===== config.mk =====
export PLATFORM = sky130hd
export DESIGN_NAME = motor_ctrl_flat
export DESIGN_NICKNAME = d
export VERILOG_FILES = /design/src/rtl/motor_ctrl_pkg.sv /design/src/rtl/motor_ctrl_if.sv /design/src/rtl/motor_chan.sv /design/src/rtl/motor_ctrl.sv /design/src/flat_wrapper.sv
export SDC_FILE = /design/constraint.sdc
export NUM_CORES = 1
export LEC_CHECK = 0
export CAP_MARGIN = 25
export CORE_UTILIZATION = 35
export CTS_CLUSTER_SIZE = 24
export DETAILED_ROUTE_END_ITERATION = 8
export MAX_ROUTING_LAYER = met4
export SYNTH_ARGS = -nofsm -noshare
export SYNTH_HDL_FRONTEND = slang
export SYNTH_SLANG_ARGS = --single-unit

===== constraint.sdc =====
create_clock -name clk -period 2.25 [get_ports clk]
set_input_delay 0.3375 -clock clk [delete_from_list [all_inputs] [get_ports clk]]
set_output_delay 0.3375 -clock clk [all_outputs]
set_load 0.02 [all_outputs]

===== src/rtl/motor_ctrl_pkg.sv =====
// motor_ctrl_pkg
//   Shared types and default parameter values for the motor_ctrl block.
//   motor_state_e : per-channel FSM state (IDLE, FWD, REV, DEAD, FAULT)
//   *_DEF         : default values for N_CH, DEAD_CYC and TIMEOUT_CYC
package motor_ctrl_pkg;

   localparam int N_CH_DEF        = 2;
   localparam int DEAD_CYC_DEF    = 4;
   localparam int TIMEOUT_CYC_DEF = 1000;

   typedef enum logic [2:0] {
      ST_IDLE  = 3'd0,
      ST_FWD   = 3'd1,
      ST_REV   = 3'd2,
      ST_DEAD  = 3'd3,
      ST_FAULT = 3'd4
   } motor_state_e;

endpackage


===== src/rtl/motor_ctrl_if.sv =====
// motor_ctrl_if
//   Groups the per-channel command, limit and status vectors of motor_ctrl.
//   cmd_fwd/cmd_rev : run requests, level-sensitive
//   lim_fwd/lim_rev : end-of-travel switches, 1 = reached
//   fault_clr       : fault acknowledge, single-cycle pulse
//   drv_fwd/drv_rev : registered motor drives
//   busy/fault      : channel status
//   modport master : controller side issuing commands (system / bench)
//   modport slave  : motor_ctrl side
interface motor_ctrl_if
   import motor_ctrl_pkg::*;
#(
   parameter int N_CH = N_CH_DEF
);

   logic [N_CH-1:0] cmd_fwd;
   logic [N_CH-1:0] cmd_rev;
   logic [N_CH-1:0] lim_fwd;
   logic [N_CH-1:0] lim_rev;
   logic [N_CH-1:0] fault_clr;
   logic [N_CH-1:0] drv_fwd;
   logic [N_CH-1:0] drv_rev;
   logic [N_CH-1:0] busy;
   logic [N_CH-1:0] fault;

   modport master (
      output cmd_fwd, cmd_rev, lim_fwd, lim_rev, fault_clr,
      input  drv_fwd, drv_rev, busy, fault
   );

   modport slave (
      input  cmd_fwd, cmd_rev, lim_fwd, lim_rev, fault_clr,
      output drv_fwd, drv_rev, busy, fault
   );

endinterface


===== src/rtl/motor_chan.sv =====
// motor_chan
//   One motor channel: Moore FSM with forced dead time after every stop and
//   a fault state entered when both end-of-travel switches read active.
//   Inputs : clk, rst_n (async, active-low), cmd_fwd, cmd_rev, lim_fwd,
//            lim_rev, fault_clr
//   Outputs: drv_fwd, drv_rev, busy, fault -- all registered, decoded from
//            the next state so each equals a pure function of the current
//            state and can never glitch.
//   Build option: MOTOR_CTRL_TIMEOUT_EN adds a run-time down-counter that
//   faults a channel left driving for TIMEOUT_CYC cycles.
//
//   state    | meaning
//   ---------+-----------------------------------------------------------
//   ST_IDLE  | stopped, waiting for a single unambiguous run request
//   ST_FWD   | forward drive on
//   ST_REV   | reverse drive on
//   ST_DEAD  | both drives off for exactly DEAD_CYC cycles, commands ignored
//   ST_FAULT | both drives off until fault_clr
module motor_chan
   import motor_ctrl_pkg::*;
#(
   parameter int DEAD_CYC    = DEAD_CYC_DEF,
   parameter int TIMEOUT_CYC = TIMEOUT_CYC_DEF
) (
   input  logic clk,
   input  logic rst_n,
   input  logic cmd_fwd,
   input  logic cmd_rev,
   input  logic lim_fwd,
   input  logic lim_rev,
   input  logic fault_clr,
   output logic drv_fwd,
   output logic drv_rev,
   output logic busy,
   output logic fault
);

   if (DEAD_CYC < 1 || DEAD_CYC > 255) begin : g_bad_dead
      $error("motor_chan: DEAD_CYC out of range 1..255");
   end
   if (TIMEOUT_CYC < 2 || TIMEOUT_CYC > 65535) begin : g_bad_timeout
      $error("motor_chan: TIMEOUT_CYC out of range 2..65535");
   end

   localparam int DW = $clog2(DEAD_CYC + 1);
   localparam logic [DW-1:0] DEAD_LOAD = DW'(DEAD_CYC);

   motor_state_e    state_q, state_d;
   logic [DW-1:0]   dead_cnt_q, dead_cnt_d;
   logic            drv_fwd_q, drv_fwd_d;
   logic            drv_rev_q, drv_rev_d;
   logic            busy_q, busy_d;
   logic            fault_q, fault_d;
   logic            run_tc;
   logic            lim_both;

   assign lim_both = lim_fwd & lim_rev;

`ifdef MOTOR_CTRL_TIMEOUT_EN
   localparam int RW = $clog2(TIMEOUT_CYC);
   // Loaded with TIMEOUT_CYC-1 on the first drive cycle, so terminal count
   // is seen on the TIMEOUT_CYC-th drive cycle and FAULT follows next cycle.
   localparam logic [RW-1:0] RUN_LOAD = RW'(TIMEOUT_CYC - 1);

   logic [RW-1:0] run_cnt_q, run_cnt_d;

   assign run_tc = (run_cnt_q == '0);

   always_comb begin
      run_cnt_d = '0;
      if (state_d == ST_FWD || state_d == ST_REV) begin
         if (state_q == ST_IDLE) begin
            run_cnt_d = RUN_LOAD;
         end else if (run_cnt_q != '0) begin
            run_cnt_d = run_cnt_q - 1'b1;
         end
      end
   end

   always_ff @(posedge clk or negedge rst_n) begin
      if (!rst_n) begin
         run_cnt_q <= '0;
      end else begin
         run_cnt_q <= run_cnt_d;
      end
   end
`else
   assign run_tc = 1'b0;
`endif

   // State register (also holds the registered outputs)
   always_ff @(posedge clk or negedge rst_n) begin
      if (!rst_n) begin
         state_q    <= ST_IDLE;
         dead_cnt_q <= '0;
         drv_fwd_q  <= 1'b0;
         drv_rev_q  <= 1'b0;
         busy_q     <= 1'b0;
         fault_q    <= 1'b0;
      end else begin
         state_q    <= state_d;
         dead_cnt_q <= dead_cnt_d;
         drv_fwd_q  <= drv_fwd_d;
         drv_rev_q  <= drv_rev_d;
         busy_q     <= busy_d;
         fault_q    <= fault_d;
      end
   end

   // Next-state logic
   always_comb begin
      state_d    = state_q;
      dead_cnt_d = dead_cnt_q;
      if (state_q != ST_FAULT && lim_both) begin
         // Both switches active is physically impossible: wiring fault.
         state_d = ST_FAULT;
      end else begin
         unique case (state_q)
            ST_IDLE: begin
               if (cmd_fwd && !cmd_rev && !lim_fwd) begin
                  state_d = ST_FWD;
               end else if (cmd_rev && !cmd_fwd && !lim_rev) begin
                  state_d = ST_REV;
               end
            end
            ST_FWD: begin
               if (!cmd_fwd || cmd_rev || lim_fwd) begin
                  state_d = ST_DEAD;
               end else if (run_tc) begin
                  state_d = ST_FAULT;
               end
            end
            ST_REV: begin
               if (!cmd_rev || cmd_fwd || lim_rev) begin
                  state_d = ST_DEAD;
               end else if (run_tc) begin
                  state_d = ST_FAULT;
               end
            end
            ST_DEAD: begin
               // Down-counter loaded with DEAD_CYC on entry; leave on the
               // cycle it reads 1. The <= compare keeps it from wrapping.
               if (dead_cnt_q <= DW'(1)) begin
                  state_d    = ST_IDLE;
                  dead_cnt_d = '0;
               end else begin
                  dead_cnt_d = dead_cnt_q - 1'b1;
               end
            end
            ST_FAULT: begin
               if (fault_clr) begin
                  state_d = ST_DEAD;
               end
            end
            default: begin
               state_d = ST_IDLE;
            end
         endcase
      end
      if (state_d == ST_DEAD && state_q != ST_DEAD) begin
         dead_cnt_d = DEAD_LOAD;
      end
   end

   // Output decode from next state, registered above
   always_comb begin
      drv_fwd_d = (state_d == ST_FWD);
      drv_rev_d = (state_d == ST_REV);
      busy_d    = (state_d != ST_IDLE);
      fault_d   = (state_d == ST_FAULT);
   end

   assign drv_fwd = drv_fwd_q;
   assign drv_rev = drv_rev_q;
   assign busy    = busy_q;
   assign fault   = fault_q;

endmodule


===== src/rtl/motor_ctrl.sv =====
// motor_ctrl
//   N_CH independent reversible motor channels with dead time and fault
//   handling; one motor_chan per channel.
//   Ports : clk, rst_n (async, active-low), bus (motor_ctrl_if.slave)
//   Params: N_CH (1..8), DEAD_CYC (1..255), TIMEOUT_CYC (2..65535)
//   Build option: MOTOR_CTRL_TIMEOUT_EN enables the per-channel run timeout.
module motor_ctrl
   import motor_ctrl_pkg::*;
#(
   parameter int N_CH        = N_CH_DEF,
   parameter int DEAD_CYC    = DEAD_CYC_DEF,
   parameter int TIMEOUT_CYC = TIMEOUT_CYC_DEF
) (
   input  logic          clk,
   input  logic          rst_n,
   motor_ctrl_if.slave   bus
);

   if (N_CH < 1 || N_CH > 8) begin : g_bad_nch
      $error("motor_ctrl: N_CH out of range 1..8");
   end

   logic [N_CH-1:0] drv_fwd_w;
   logic [N_CH-1:0] drv_rev_w;
   logic [N_CH-1:0] busy_w;
   logic [N_CH-1:0] fault_w;

   for (genvar i = 0; i < N_CH; i++) begin : g_chan
      motor_chan #(
         .DEAD_CYC    (DEAD_CYC),
         .TIMEOUT_CYC (TIMEOUT_CYC)
      ) u_chan (
         .clk       (clk),
         .rst_n     (rst_n),
         .cmd_fwd   (bus.cmd_fwd[i]),
         .cmd_rev   (bus.cmd_rev[i]),
         .lim_fwd   (bus.lim_fwd[i]),
         .lim_rev   (bus.lim_rev[i]),
         .fault_clr (bus.fault_clr[i]),
         .drv_fwd   (drv_fwd_w[i]),
         .drv_rev   (drv_rev_w[i]),
         .busy      (busy_w[i]),
         .fault     (fault_w[i])
      );
   end

   assign bus.drv_fwd = drv_fwd_w;
   assign bus.drv_rev = drv_rev_w;
   assign bus.busy    = busy_w;
   assign bus.fault   = fault_w;

endmodule


===== src/flat_wrapper.sv =====
// flat-port wrapper written by rule: the top's interface ports become plain ports
module motor_ctrl_flat import motor_ctrl_pkg::*;
#(
   parameter int N_CH        = N_CH_DEF,
   parameter int DEAD_CYC    = DEAD_CYC_DEF,
   parameter int TIMEOUT_CYC = TIMEOUT_CYC_DEF
)
  (clk, rst_n, bus_cmd_fwd, bus_cmd_rev, bus_lim_fwd, bus_lim_rev, bus_fault_clr, bus_drv_fwd, bus_drv_rev, bus_busy, bus_fault);
  motor_ctrl_if #(.N_CH(N_CH)) bus_i ();
  input  logic clk;
  input  logic rst_n;
  input wire logic [$bits(bus_i.cmd_fwd)-1:0] bus_cmd_fwd;
  input wire logic [$bits(bus_i.cmd_rev)-1:0] bus_cmd_rev;
  input wire logic [$bits(bus_i.lim_fwd)-1:0] bus_lim_fwd;
  input wire logic [$bits(bus_i.lim_rev)-1:0] bus_lim_rev;
  input wire logic [$bits(bus_i.fault_clr)-1:0] bus_fault_clr;
  output wire logic [$bits(bus_i.drv_fwd)-1:0] bus_drv_fwd;
  output wire logic [$bits(bus_i.drv_rev)-1:0] bus_drv_rev;
  output wire logic [$bits(bus_i.busy)-1:0] bus_busy;
  output wire logic [$bits(bus_i.fault)-1:0] bus_fault;
  assign bus_i.cmd_fwd = bus_cmd_fwd;
  assign bus_i.cmd_rev = bus_cmd_rev;
  assign bus_i.lim_fwd = bus_lim_fwd;
  assign bus_i.lim_rev = bus_lim_rev;
  assign bus_i.fault_clr = bus_fault_clr;
  assign bus_drv_fwd = bus_i.drv_fwd;
  assign bus_drv_rev = bus_i.drv_rev;
  assign bus_busy = bus_i.busy;
  assign bus_fault = bus_i.fault;
  motor_ctrl #(.N_CH(N_CH), .DEAD_CYC(DEAD_CYC), .TIMEOUT_CYC(TIMEOUT_CYC)) u_core (.clk(clk), .rst_n(rst_n), .bus(bus_i));
endmodule

# --- Word level (Yosys, flattened, before mapping) ---
# Cells that the tools add are included.
totals:
  register_bits: 20
  in_bits: 12
  output_inout_bits: 8
classes:
  n_addsub: 2
  order_cmp: 2
  eq_ne: 22
  n_mux: 24
  bitwise_logic: 2
  reduce_logical: 36
ops:
  columns: ["operator", "n"]
  rows:
  - ["$mux 3", 22]
  - ["$pmux 3 s5", 2]
  - ["$eq 3x2->1 const B", 8]
  - ["$eq 3x1->1 const B", 4]
  - ["$eq 3x3->1 const B", 4]
  - ["$logic_and 1x1->1", 12]
  - ["$logic_not 1->1", 8]
  - ["$logic_or 1x1->1", 8]
  - ["$le 3x1->1 const B", 2]
  - ["$logic_not 3->1", 2]
  - ["$ne 3x2->1 const B", 2]
  - ["$ne 3x3->1 const B", 2]
  - ["$reduce_bool 3->1", 2]
  - ["$sub 3x1->3 const B", 2]
  - ["$ne 2x1->1 const B", 2]
  - ["$reduce_and 2->1", 2]
  - ["$reduce_bool 2->1", 2]
  - ["$and 1x1->1", 2]

# --- Longest topological paths before layout ---
depth:
  depth_word: 11
  mapped_depth: 6

# --- Modules after synthesis ---
# From an unflattened synthesis, not the netlist that was laid out.
hier_totals:
  hier_cells: 134
  area_unflattened_um2: 1273.7
by_module_without_submodules:
  columns: ["mod", "n_inst", "cells_per_inst", "area_per_inst_um2"]
  rows:
  - ["motor_chan", 2, 67, 636.9]

# --- Worst setup path after synthesis ---
# OpenSTA, ideal clock, no wires.
synth_path:
  path_type: "register to register"
  start: "register u_core.g_chan[1].u_chan.dead_cnt_q[1]"
  end: "register u_core.g_chan[1].u_chan.dead_cnt_q[2]"
  setup_ns: 0.126
  t_arrival_ns: 1.581
  required_ns: 2.124
  setup_slack_ns: 0.543
  stages_incl_launch_ff: 7
  n_path_buf: 0
  period_less_slack_ns: 1.707
  path_cell_list: "dfrtp_1 inv_1 ha_1 o21ba_2 a211oi_4 o211ai_4 a311o_1"
synth_between:
  elab_chain_cells: 8
  word_cells_on_any_way: 14
  cone_classes: "1 x add/sub; 1 x order compare; 2 x eq/ne; 7 x mux; 3 x reduce/logical"
synth_lines:
  columns: ["element", "line_no", "source"]
  rows:
  - ["from (decl)", "motor_chan.sv:49", "logic [DW-1:0] dead_cnt_q, dead_cnt_d;"]
  - ["from (signal assigned)", "motor_chan.sv:102", "dead_cnt_q <= dead_cnt_d;"]
  - ["$le 3x1->1", "motor_chan.sv:143", "if (dead_cnt_q <= DW'(1)) begin"]
  - ["$mux 3", "motor_chan.sv:143", null]
  - ["$pmux 3 s5", "motor_chan.sv:118", "unique case (state_q)"]
  - ["$mux 3", "motor_chan.sv:114", "if (state_q != ST_FAULT && lim_both) begin"]
  - ["$eq 3x2->1", "motor_chan.sv:160", "if (state_d == ST_DEAD && state_q != ST_DEAD) begin"]
  - ["$logic_and 1x1->1", "motor_chan.sv:160", null]
  - ["$ne 2x1->1 (no source line) or $reduce_bool 2->1 (tied branches)", null, null]
  - ["$reduce_and 2->1 (no source line)", null, null]
# Several ways; a longest one is shown, not always the timed one. The select of a mux whose other input is x is not followed.
# A chain may end at the register's enable or synchronous reset.

# --- Worst setup path in the final report ---
# Ends and elaborated chain as after synthesis.

==> impl_metrics.ini <==
[setup_path]
cp_top_family = compound AO/OA/AOI/OAI gates
worstPathRequired_ns = 2.43
path_class = flop to flop
reg2reg_depth = 6
arrival_ns = 2.04
max_stage_delay_ns = 0.39
crit_path_max_fanout = 4
rr_startpoint = u_core.g_chan[1].u_chan.dead_cnt_q[1]
crit_path_top_delay_cell = dfrtp_1
r2r_setup_slack_ns = 0.38
endpoint_kind = flop
crit_buf_inv = 1
crit_chain = inv_1 -> ha_1 -> o21ba_2 -> a211oi_4 -> o211ai_4 -> a311o_1
r2r_end = u_core.g_chan[1].u_chan.dead_cnt_q[2]
critPathLaunchType = flop

[pwr]
power_density_nw_per_um2 = 1140
power_mw = 1.69
p_leak_nw = 0.622
ir_drop_v = 0.000424

[die]
num_rows = 21
fp.dieH_um = 62.1
fp.dieArea_um2 = 3860
initial_utilization = 0.373
ios = 20
die_width_um = 62.1
core_um2 = 3390

[global_routing]
grtUsageTotal = 0.143
grt_antenna_before_repair = 0
use_met1 = 0.176
overflow = 0
met3_usage = 0.00621
grt_max_degree = 21
grt_pass1_wl_mm = 3.96
met2_usage = 0.240
busiest_layer = met2
grt_pass1_vias = 929

[route]
wl_mm = 2.42
vias = 987
first_pass_iters = 4
drt_iter0_markers = 50
antenna_left = 0
vias_per_cell = 5.31
wl_per_cell_um = 13.0
drcViolationCount = 0

[synth]
syn-cell-area_um2 = 1260
synthCells = 126
synth_top_area_frac = 0.396
synth_edf_count = 0
yosysSeqAreaShare = 0.396
yosysUniqueCellTypes = 47
synth_nets = 142
synthTopCellsByArea = dfrtp_1 (40%), buf_4 (4.8%), ha_1 (4.0%), mux2i_1 (4.0%), nor2_1 (3.6%)
synth_top_cell_by_area = dfrtp_1
yosysWarnings = 0
ys_ff_latch = 20
synth-async-reset-ratio = 1.00
yosys_most_used_dff = dfrtp_1
syn_area_per_cell_um2 = 10.0

[place]
io_buffers = 19
dp.cells = 182
pre_cts_slack_ns = 0.101
finalWeightedCongestion = 0.744
dp_hpwl_mm = 1.91

[clocking]
path_clk_slew_ns = 0.10
ctsResizeCount = 0
htreeDepth = 1
cts_tree = built
postCtsSetupBuffers = 0
cts_sinks = 20
holdBufCountCts = 0
clock_path_buffers = 2
ctsRootBufferMaster = clkbuf_4
clock_latency_ns = 0.28
numCtsBuffers = 3

[cells_and_area]
multi_input_area_um2 = 669
nNetsFinal = 157
instances_no_fill = 186
antenna_cells = 0
drive_gt1_frac = 0.100
fin_util = 0.439
areaGrowthSynthToFinish_pct = 17.7
num-fill-cells = 325
regArea_um2 = 500

[timing]
min_period_over_period = 0.829
period_needed_ns = 1.87
clock.fmax_mhz = 536
setup_tns_ns = 0
setup_violations = 0
worst_slew_pin_slew_ns = 0.489
rsz0062_at_grt = false
slew_viol_final = 0
fin_skew_ns = 0.00153
hold_viol = 0
relSlewSlack = 0.672
setup_ws_ns = 0.385

[min_path]
hold_class = input port to async pin

[flow_run]
maxCapViolCount = 0

[outcome]
status = finished, final reports clean
## Yosys cell counts (3+ instances only)
| cell type | number |
|---|---|
| a21oi_1 | 5 |
| ha_1 | 4 |
| mux2i_1 | 5 |
| buf_2 | 3 |
| dfrtp_1 | 20 |
| inv_1 | 5 |
| buf_4 | 8 |
| or3b_1 | 3 |
| o21ai_0 | 4 |
| nor2_1 | 12 |
| nor3_1 | 3 |
| nand2_1 | 9 |
## registers in the layout, indices dropped and copies added (netlist names)
name / count
u_core.g_chan.u_chan.state_q: 6
u_core.g_chan.u_chan.drv_rev: 2
u_core.g_chan.u_chan.busy: 2
u_core.g_chan.u_chan.dead_cnt_q: 6
u_core.g_chan.u_chan.drv_fwd: 2
u_core.g_chan.u_chan.fault: 2
## final cells by class
type                    instances  area share
clock buffers                   4      0.0244
inverters                       5      0.0126
multi-input cells              90       0.450
flip-flops and latches         20       0.336
well taps                      46      0.0387
repair buffers                 21       0.138
## per-stage QoR
step | hold WS, ns | cell area [um2]
6_report | 0.369 | 1490
5_1_grt | 0.415 | 1490
4_1_cts | 0.373 | 1490
3_5_place_dp | 0.575 | 1450
3_3_place_gp | 0.581 | 1450
2_1_floorplan | 0.0419 | 1260
## worst max-delay path by stage
stage                                          start                                     to  slack [ns]  cells past startpoint
6_report       u_core.g_chan[1].u_chan.dead_cnt_q[1]  u_core.g_chan[1].u_chan.dead_cnt_q[2]        0.38                      6
5_1_grt        u_core.g_chan[1].u_chan.dead_cnt_q[1]  u_core.g_chan[1].u_chan.dead_cnt_q[2]        0.27                      6
4_1_cts        u_core.g_chan[1].u_chan.dead_cnt_q[1]  u_core.g_chan[1].u_chan.dead_cnt_q[2]        0.37                      6
3_5_place_dp                          bus_cmd_rev[1]  u_core.g_chan[1].u_chan.dead_cnt_q[2]        0.10                      5
3_3_place_gp                          bus_cmd_rev[1]           u_core.g_chan[1].u_chan.busy        0.14                      5
2_1_floorplan  u_core.g_chan[1].u_chan.dead_cnt_q[1]  u_core.g_chan[1].u_chan.dead_cnt_q[2]        0.54                      6
## layer usage
| metal | up-vias | wire length [um] |
|---|---|---|
| met5 | - | 0 |
| met4 | 0 | 34 |
| met3 | 4 | 108 |
| met2 | 27 | 1200 |
| met1 | 472 | 1080 |
| li1 | 484 | - |
## worst reg2reg max path, delay by kind of cell, from the launching register on
family          cells  cell delay [ns]
compound gates      4             1.07
fa+ha+maj           1             0.18
buf+inv             1             0.11
flops               1             0.39
## power breakdown
| group | total [mW] | internal, mW | switching (mW) |
|---|---|---|---|
| Sequential | 0.617 | 0.489 | 0.128 |
| Combinational | 0.881 | 0.401 | 0.480 |
| Clock | 0.196 | 0.0984 | 0.0974 |
| Total | 1.69 | 0.988 | 0.705 |
## logic make-up after synthesis
family / synth area share
fa+ha+maj: 0.0396
simple gates: 0.251
flops: 0.396
mux: 0.0396
compound gates: 0.200
buf+inv: 0.0743
## cells in the final DEF (no fill, tap or decap), types with 3 or more instances in the layout
master	n
nor3_1	3
a21oi_1	5
or3b_1	3
clkdlybuf4s50_1	19
clkbuf_4	3
dfrtp_1	20
inv_1	5
nor2_1	12
nand2_1	9
ha_1	4
mux2i_1	5
o21ai_0	4
(Power assumes the default switching activity.)
